`config.mk`:
```
export PLATFORM = sky130hd
export DESIGN_NAME = pipeline_ctrl
export DESIGN_NICKNAME = d
export VERILOG_FILES = /design/src/rtl/pipeline_ctrl.sv
export SDC_FILE = /design/constraint.sdc
export NUM_CORES = 1
export LEC_CHECK = 0
export BUFFER_PORTS_ARGS = -buffer_cell sky130_fd_sc_hd__buf_2
export CAP_MARGIN = 20
export CORE_MARGIN = 2
export CORE_UTILIZATION = 40
export DETAILED_ROUTE_END_ITERATION = 8
export GPL_ROUTABILITY_DRIVEN = 0
export GPL_TIMING_DRIVEN = 0
export PLACE_DENSITY = 0.71
export SLEW_MARGIN = 15
export SYNTH_ARGS = -nofsm -noshare
export SYNTH_HDL_FRONTEND = slang
export SYNTH_SLANG_ARGS = --single-unit
```
`constraint.sdc`:
```
create_clock -name CLK -period 2.69 [get_ports CLK]
set_input_delay 0.807 -clock CLK [delete_from_list [all_inputs] [get_ports CLK]]
set_output_delay 0.807 -clock CLK [all_outputs]
set_load 0.01 [all_outputs]
```
`src/rtl/pipeline_ctrl.sv`:
```
// pipeline_ctrl: stall/flush controller for the 5-stage pipeline with memory handshake, watchdog and stall counter
module pipeline_ctrl #(
  parameter int TIMEOUT = 8,
  parameter int CNT_W = 16
) (
  input  logic             CLK,
  input  logic             RESET_N,
  input  logic             MemRead_EX,
  input  logic [4:0]       wrin_EX,
  input  logic [4:0]       rs_ID,
  input  logic [4:0]       rt_ID,
  input  logic             rt_used_ID,
  input  logic             branch_taken_EX,
  input  logic             MemRead_MEM,
  input  logic             MemWrite_MEM,
  input  logic             mem_ready,
  output logic             en_PC,
  output logic             en_IF_ID,
  output logic             en_ID_EX,
  output logic             en_EX_MEM,
  output logic             en_MEM_WB,
  output logic             flush_IF_ID,
  output logic             bubble_ID_EX,
  output logic             bubble_MEM_WB,
  output logic             mem_req,
  output logic             mem_timeout,
  output logic [CNT_W-1:0] stall_count
);
  localparam int WW = $clog2(TIMEOUT);
  typedef enum logic [1:0] {RUN, WAIT, ERR} state_t;
  state_t state, state_nx;
  logic [WW-1:0] wait_cnt, wait_nx;
  logic timeout_nx, acc, err, mstall, br, hz, lu;
  always_comb begin
    acc = MemRead_MEM | MemWrite_MEM;
    err = state == ERR;
    mstall = !mem_ready && ((state == RUN && acc) || state == WAIT);
    br = !err && !mstall && branch_taken_EX;
    hz = MemRead_EX && wrin_EX != '0 && (wrin_EX == rs_ID || (rt_used_ID && wrin_EX == rt_ID));
    lu = !err && !mstall && !branch_taken_EX && hz;
    en_PC = !(err || mstall || lu);
    en_IF_ID = !(err || mstall || lu);
    en_ID_EX = !(err || mstall);
    en_EX_MEM = !(err || mstall);
    en_MEM_WB = !err;
    flush_IF_ID = br;
    bubble_ID_EX = br || lu;
    bubble_MEM_WB = mstall;
    mem_req = acc && !err;
    state_nx = state;
    wait_nx = wait_cnt;
    timeout_nx = mem_timeout;
    if (state == RUN && mstall) begin
      state_nx = WAIT;
      wait_nx = '0;
    end else if (state == WAIT && mem_ready) begin
      state_nx = RUN;
    end else if (state == WAIT && wait_cnt == WW'(TIMEOUT - 1)) begin
      state_nx = ERR;
      timeout_nx = 1'b1;
    end else if (state == WAIT) begin
      wait_nx = wait_cnt + WW'(1);
    end
  end
  always_ff @(posedge CLK or negedge RESET_N) begin
    if (!RESET_N) begin
      state <= RUN;
      wait_cnt <= '0;
      mem_timeout <= 1'b0;
      stall_count <= '0;
    end else begin
      state <= state_nx;
      wait_cnt <= wait_nx;
      mem_timeout <= timeout_nx;
      if (!en_PC && stall_count != '1) stall_count <= stall_count + CNT_W'(1);
    end
  end
endmodule

```
==> results.py, run 1 <==
metrics = {
    "run_status": {
        "status": "complete, but fails checks",
        "violations": "setup timing",
    },
    "synth": {
        "postSynthNetCount": 143,
        "synth_common_cells": "dfrtp_1 (22), xor2_1 (16), nand2_1 (10), nor2_1 (10), xnor2_1 (9)",
        "ys_types": 29,
        "synth_most_common_cell": "dfrtp_1",
        "synth-edff-count": 0,
        "syn_area_mm2": 0.00122,
        "synthFlopType": "dfrtp_1",
        "yosysWarnings": 0,
        "yosysSeqAreaShare": 0.451,
        "syn_area_per_cell_um2": 10.4,
        "synth_top_area_frac": 0.451,
        "ys_ff_latch": 22,
        "ys_top_cells_by_area": "dfrtp_1 (45%), xor2_1 (11%), xnor2_1 (6.5%)",
        "syn_inst": 117,
        "synth_top_cell_by_area": "dfrtp_1",
        "async_flop_share": 1.00,
    },
    "flow_run": {
        "drv_cap": 0,
    },
    "layout": {
        "multiInputGateArea_um2": 658,
        "area_growth_pct": 32.7,
        "num-fill-cells": 275,
        "nets": 198,
        "drive_gt1_frac": 0.386,
        "ff_latch_area_um2": 551,
        "stdcell_count": 204,
        "diodes": 0,
    },
    "timing": {
        "worst_slack_ns": -0.195,
        "worstMarginPinSlew_ns": 0.485,
        "setup_viol": 3,
        "post-route-period-util": 1.07,
        "min_period_ns": 2.88,
        "clock.fmax_mhz": 347,
        "rsz0062_at_grt": "yes",
        "finClkSkew_ns": 0.00431,
        "hold_viol": 0,
        "drv_slew": 0,
        "slew-limit-headroom": 0.677,
        "fin_setup_tns_ns": -0.397,
    },
    "die": {
        "rows": 20,
        "die_h_um": 59.3,
        "die_area_mm2": 0.00351,
        "core_area_mm2": 0.00298,
        "io_pins": 49,
        "start_util": 0.410,
        "fp.dieW_um": 59.3,
    },
    "worst_setup_path": {
        "endpoint_kind": "primary output",
        "cp.arrival_ns": 2.08,
        "crit_fanout": 3,
        "crit_type": "in2out",
        "cp-start-kind": "input pin",
        "cp.required_ns": 1.88,
    },
    "global_routing": {
        "busiest_layer": "met2",
        "overflow": 0,
        "gr-usage-met1": 0.174,
        "grt_pass1_wl_um": 4060,
        "antenna_found_initial": 0,
        "use_met2": 0.286,
        "grtUsageTotal": 0.154,
        "gr-usage-met3": 0.0262,
        "grt_pass1_vias": 961,
        "grt_max_degree": 23,
    },
    "place": {
        "hpwl_um": 2010,
        "dp.cells": 198,
        "portBuffers": 48,
    },
    "cts": {
        "insertion_delay_ns": 0.30,
        "cts-buffers-inserted": 3,
        "cts_sinks": 22,
        "h-tree-depth": 1,
        "clkSlewWorstSetupHoldPaths_ns": 0.12,
        "cts_tree": "built",
        "clockBufferDepth": 2,
        "clock-root-buffer": "clkbuf_4",
    },
    "routing": {
        "wirelength_um": 2650,
        "wl_per_cell_um": 13.0,
        "ant_nets": 0,
        "drc": 0,
        "dr.pass1.iters": 4,
        "vias_per_cell": 4.96,
        "num_vias": 1012,
        "drt_iter0_markers": 51,
    },
    "hold_path": {
        "hp-class": "in2async",
    },
    "power": {
        "leakage_nw": 0.830,
        "irDropWorstVdd_v": 0.000500,
        "p_per_area_mw_per_mm2": 800,
    },
}
## flip-flops by register name, summed over array words and instances (netlist names)
signal / cells
wait_cnt: 3
mem_timeout: 1
stall_count: 16
state: 2
## what timing repair did
action | CTS | global route
gates resized for setup | 8 | 1
setup buffers | 2 | 0
endpoints found under the setup margin | 3 | 3
pin swaps | 8 | 0
hold buffers | 0 | 0
## worst paths after layout
kind | start | endpoint | slack, ns | depth (start not counted)
worst max-delay path | rt_ID[2] | en_PC | -0.19 | 7
worst min-delay path | RESET_N | stall_count[4]$_DFFE_PN0P_ | 0.45 | 1
worst max register to register | stall_count[5]$_DFFE_PN0P_ | stall_count[15]$_DFFE_PN0P_ | 0.64 | 7
worst min register to register | mem_timeout$_DFFE_PN0P_ | mem_timeout$_DFFE_PN0P_ | 0.49 | 1
max in group asynchronous | RESET_N | wait_cnt[0]$_DFFE_PN0P_ | 1.92 | 1
min in group CLK | mem_timeout$_DFFE_PN0P_ | mem_timeout$_DFFE_PN0P_ | 0.49 | 1
## cell type report
cell class	count	share of cell area
timing repair buffer	50	0.175
sequential	22	0.340
buffer	2	0.0116
clock inverter	1	0.0185
multi-input combinational	89	0.406
clock buffer	3	0.0139
tap	33	0.0255
inverter	4	0.00927
## kinds of logic after synthesis
| kind of cell | synth area share |
|---|---|
| buffers and inverters | 0.0246 |
| and+or+nand+nor | 0.244 |
| muxes | 0.0174 |
| adders and majority gates | 0.0307 |
| xor gates and xnor gates | 0.179 |
| AOI/OAI and AO/OA | 0.0533 |
| DFF | 0.451 |
## report_power, final
part           total, mW  switching [mW]  internal [mW]  leakage (nW)
Combinational      0.541           0.279          0.262         0.512
Sequential         0.507          0.0896          0.418         0.290
Clock              0.249          0.0982          0.151        0.0279
## cell usage in the layout (no fill, tap or decap), types with 2 or more instances in the layout
| cell | count |
|---|---|
| and3_1 | 5 |
| buf_2 | 44 |
| buf_4 | 3 |
| buf_6 | 4 |
| clkbuf_4 | 3 |
| dfrtp_1 | 22 |
| ha_1 | 3 |
| inv_1 | 4 |
| nand2_1 | 10 |
| nand2b_1 | 2 |
| nand3_1 | 5 |
| nand3b_1 | 2 |
| nand4_1 | 4 |
| nor2_1 | 10 |
| nor3_1 | 5 |
| nor3_4 | 2 |
| o21ai_0 | 3 |
| xnor2_1 | 9 |
| xor2_1 | 15 |
## critical path: stages
cell and delay [ns]:
buf_6 0.10, xor2_2 0.16, nor4_2 0.29, a32oi_1 0.18, o31a_4 0.32, buf_6 0.12
buf_6 0.11
## routing by layer
layer / vias up / part of all wire
met5: - / 0
met4: 0 / 0.0064
met3: 2 / 0.070
met1: 464 / 0.41
met2: 40 / 0.51
li1: 506 / -
## stage by stage
step	setup slack [ns]	hold WS (ns)	power, mW	area [µm²]	utilization
finish	-0.195	0.445	1.30	1620	0.544
floorplan	-0.00139	0.457	0.834	1230	-
detailed placement	-0.379	0.478	1.04	1510	0.507
global placement	-0.315	0.463	1.00	1510	0.507
global route	-0.229	0.441	1.38	1620	0.544
CTS	-0.218	0.444	1.31	1610	0.542
No activity file was read; power rests on OpenSTA's default activity.
==> run 2, diff against run 1 <==
Settings changed: SKIP_LAST_GASP from default to 1.
==> run 2 against run 1 <==
The run still ends with setup timing left. First-iteration DRC count did not move. Core utilization is the same. Worst setup slack is the same. Routed wire length did not move. Sequential power barely moved. Critical endpoint unchanged.
==> results.py, run 2 (synthesized netlist as in run 1, its figures left out) <==
metrics = {
    "worst_setup_path": {
        "endpoint_kind": "primary output",
        "reg2reg_depth": 7,
        "cp.required_ns": 1.88,
        "cp.arrival_ns": 2.08,
        "crit_type": "in2out",
        "cp_num_buf_inv": 3,
        "crit_top_cell": "buf_6",
        "crit_chain": "buf_6 > xor2_2 > nor4_2 > a32oi_1 > o31a_4 > buf_6 > buf_6",
        "critPathSlowestCell": "o31a_4",
        "crit_path_max_incr_delay_ns": 0.32,
        "crit_fanout": 3,
        "crit_cells": 7,
        "cp-start-kind": "input pin",
        "critPathTopFamily": "compound AO/OA/AOI/OAI gates",
    },
    "die": {
        "start_util": 0.410,
        "rows": 20,
        "die_h_um": 59.3,
        "io_pins": 49,
        "fp.dieW_um": 59.3,
        "core_area_mm2": 0.00298,
        "die_area_mm2": 0.00351,
    },
    "timing": {
        "rsz0062_at_grt": "yes",
        "post-route-period-util": 1.07,
        "whs_ns": 0.445,
        "hold_viol": 0,
        "min_period_ns": 2.88,
        "clock.fmax_mhz": 347,
        "finClkSkew_ns": 0.00431,
        "drv_slew": 0,
        "worst_slack_ns": -0.195,
        "slew-limit-headroom": 0.677,
        "worstMarginPinSlew_ns": 0.485,
        "setup_viol": 3,
    },
    "cts": {
        "h-tree-depth": 1,
        "insertion_delay_ns": 0.30,
        "clock-root-buffer": "clkbuf_4",
        "cts-buffers-inserted": 3,
        "cts_tree": "built",
        "cts_sinks": 22,
        "clkSlewWorstSetupHoldPaths_ns": 0.12,
        "clockBufferDepth": 2,
    },
    "global_routing": {
        "grtUsageTotal": 0.154,
        "gr-usage-met3": 0.0262,
        "busiest_layer": "met2",
        "gr-usage-met1": 0.174,
        "overflow": 0,
        "grt_pass1_wl_um": 4060,
        "grt_pass1_vias": 961,
        "use_met2": 0.286,
        "antenna_found_initial": 0,
        "grt_max_degree": 23,
    },
    "layout": {
        "regMostFlops": "stall_count",
        "area_growth_pct": 32.7,
        "num-fill-cells": 275,
        "diodes": 0,
        "final_common_cell": "buf_2",
        "drive_gt1_frac": 0.386,
        "largest_reg_flops": 16,
        "final_util": 0.544,
        "stdcell_count": 204,
        "reg_top3": "stall_count (16), wait_cnt (3), state (2)",
        "nets": 198,
        "final_cell_mix": "buf_2 (44), dfrtp_1 (22), xor2_1 (15)",
    },
    "routing": {
        "num_vias": 1012,
        "vias_per_cell": 4.96,
        "dr.pass1.iters": 4,
        "drt_iter0_markers": 51,
        "ant_nets": 0,
        "wirelength_um": 2650,
        "wl_per_cell_um": 13.0,
        "drc": 0,
    },
    "place": {
        "hpwl_um": 2010,
        "dp.cells": 198,
        "portBuffers": 48,
    },
    "power": {
        "leakage_nw": 0.830,
        "p_int_mw": 0.830,
        "total_power_mw": 1.30,
        "irDropWorstVdd_v": 0.000500,
        "power_frac_comb": 0.417,
        "p_sw_mw": 0.467,
        "power_frac_seq": 0.391,
        "pwr-share-clk": 0.192,
        "p_sw_frac": 0.360,
        "p_per_area_mw_per_mm2": 800,
    },
    "hold_path": {
        "hp-class": "in2async",
    },
    "flow_run": {
        "drv_cap": 0,
    },
    "run_status": {
        "violations": "setup timing",
        "status": "complete, but fails checks",
    },
}
==> run 2: cell counts in the layout (fill, tap and decap cells not counted) <==
Identical to the previous run, type by type.
==> run 2: repair_timing <==
| action | CTS | global route |
|---|---|---|
| pin swaps | 8 | 0 |
| hold buffers | 0 | 0 |
| setup endpoints to repair | 3 | 3 |
| setup buffers | 2 | 0 |
| resized for setup | 8 | 1 |
==> run 2: worst reg2reg max path: cells and delay by family, from the launching register on <==
kind             cells  cell delay (ns)
XOR/XNOR             1             0.14
AND/OR/NAND/NOR      6             1.38
flip-flops           1             0.44
==> run 2: worst paths after layout <==
kind,end,start,slack (ns)
max,en_PC,rt_ID[2],-0.19
min,stall_count[4]$_DFFE_PN0P_,RESET_N,0.45
max reg2reg,stall_count[15]$_DFFE_PN0P_,stall_count[5]$_DFFE_PN0P_,0.64
min reg2reg,mem_timeout$_DFFE_PN0P_,mem_timeout$_DFFE_PN0P_,0.49
max in group asynchronous,wait_cnt[0]$_DFFE_PN0P_,RESET_N,1.92
min in group CLK,mem_timeout$_DFFE_PN0P_,mem_timeout$_DFFE_PN0P_,0.49
==> run 2: power by group through the flow <==
stage	combinational, mW	clock, mW	sequential, mW
floorplan	0.310	0	0.524
global placement	0.498	0	0.505
detailed placement	0.522	0	0.514
CTS	0.547	0.257	0.508
global route	0.591	0.272	0.521
finish	0.541	0.249	0.507
==> run 2: area by class of cell <==
class	instances	area, µm²	area share
Buffer	2	18.8	0.0116
Multi-Input combinational cell	89	658	0.406
Timing Repair Buffer	50	284	0.175
Clock buffer	3	22.5	0.0139
Tap cell	33	41.3	0.0255
Inverter	4	15.0	0.00927
Sequential cell	22	551	0.340
Clock inverter	1	30.0	0.0185
==> run 2: per-layer routing <==
metal	vias to the layer above	wire length [µm]
li1	506	-
met1	464	1080
met5	-	0
met2	40	1370
met4	0	17
met3	2	187
==> run 2: metrics by stage <==
stage | TNS, ns | setup slack, ns | area [µm²]
final | -0.397 | -0.195 | 1620
after CTS | -0.442 | -0.218 | 1610
after global routing | -0.491 | -0.229 | 1620
after global placement | -0.739 | -0.315 | 1510
after detailed placement | -1.47 | -0.379 | 1510
after floorplan | -0.00139 | -0.00139 | 1230
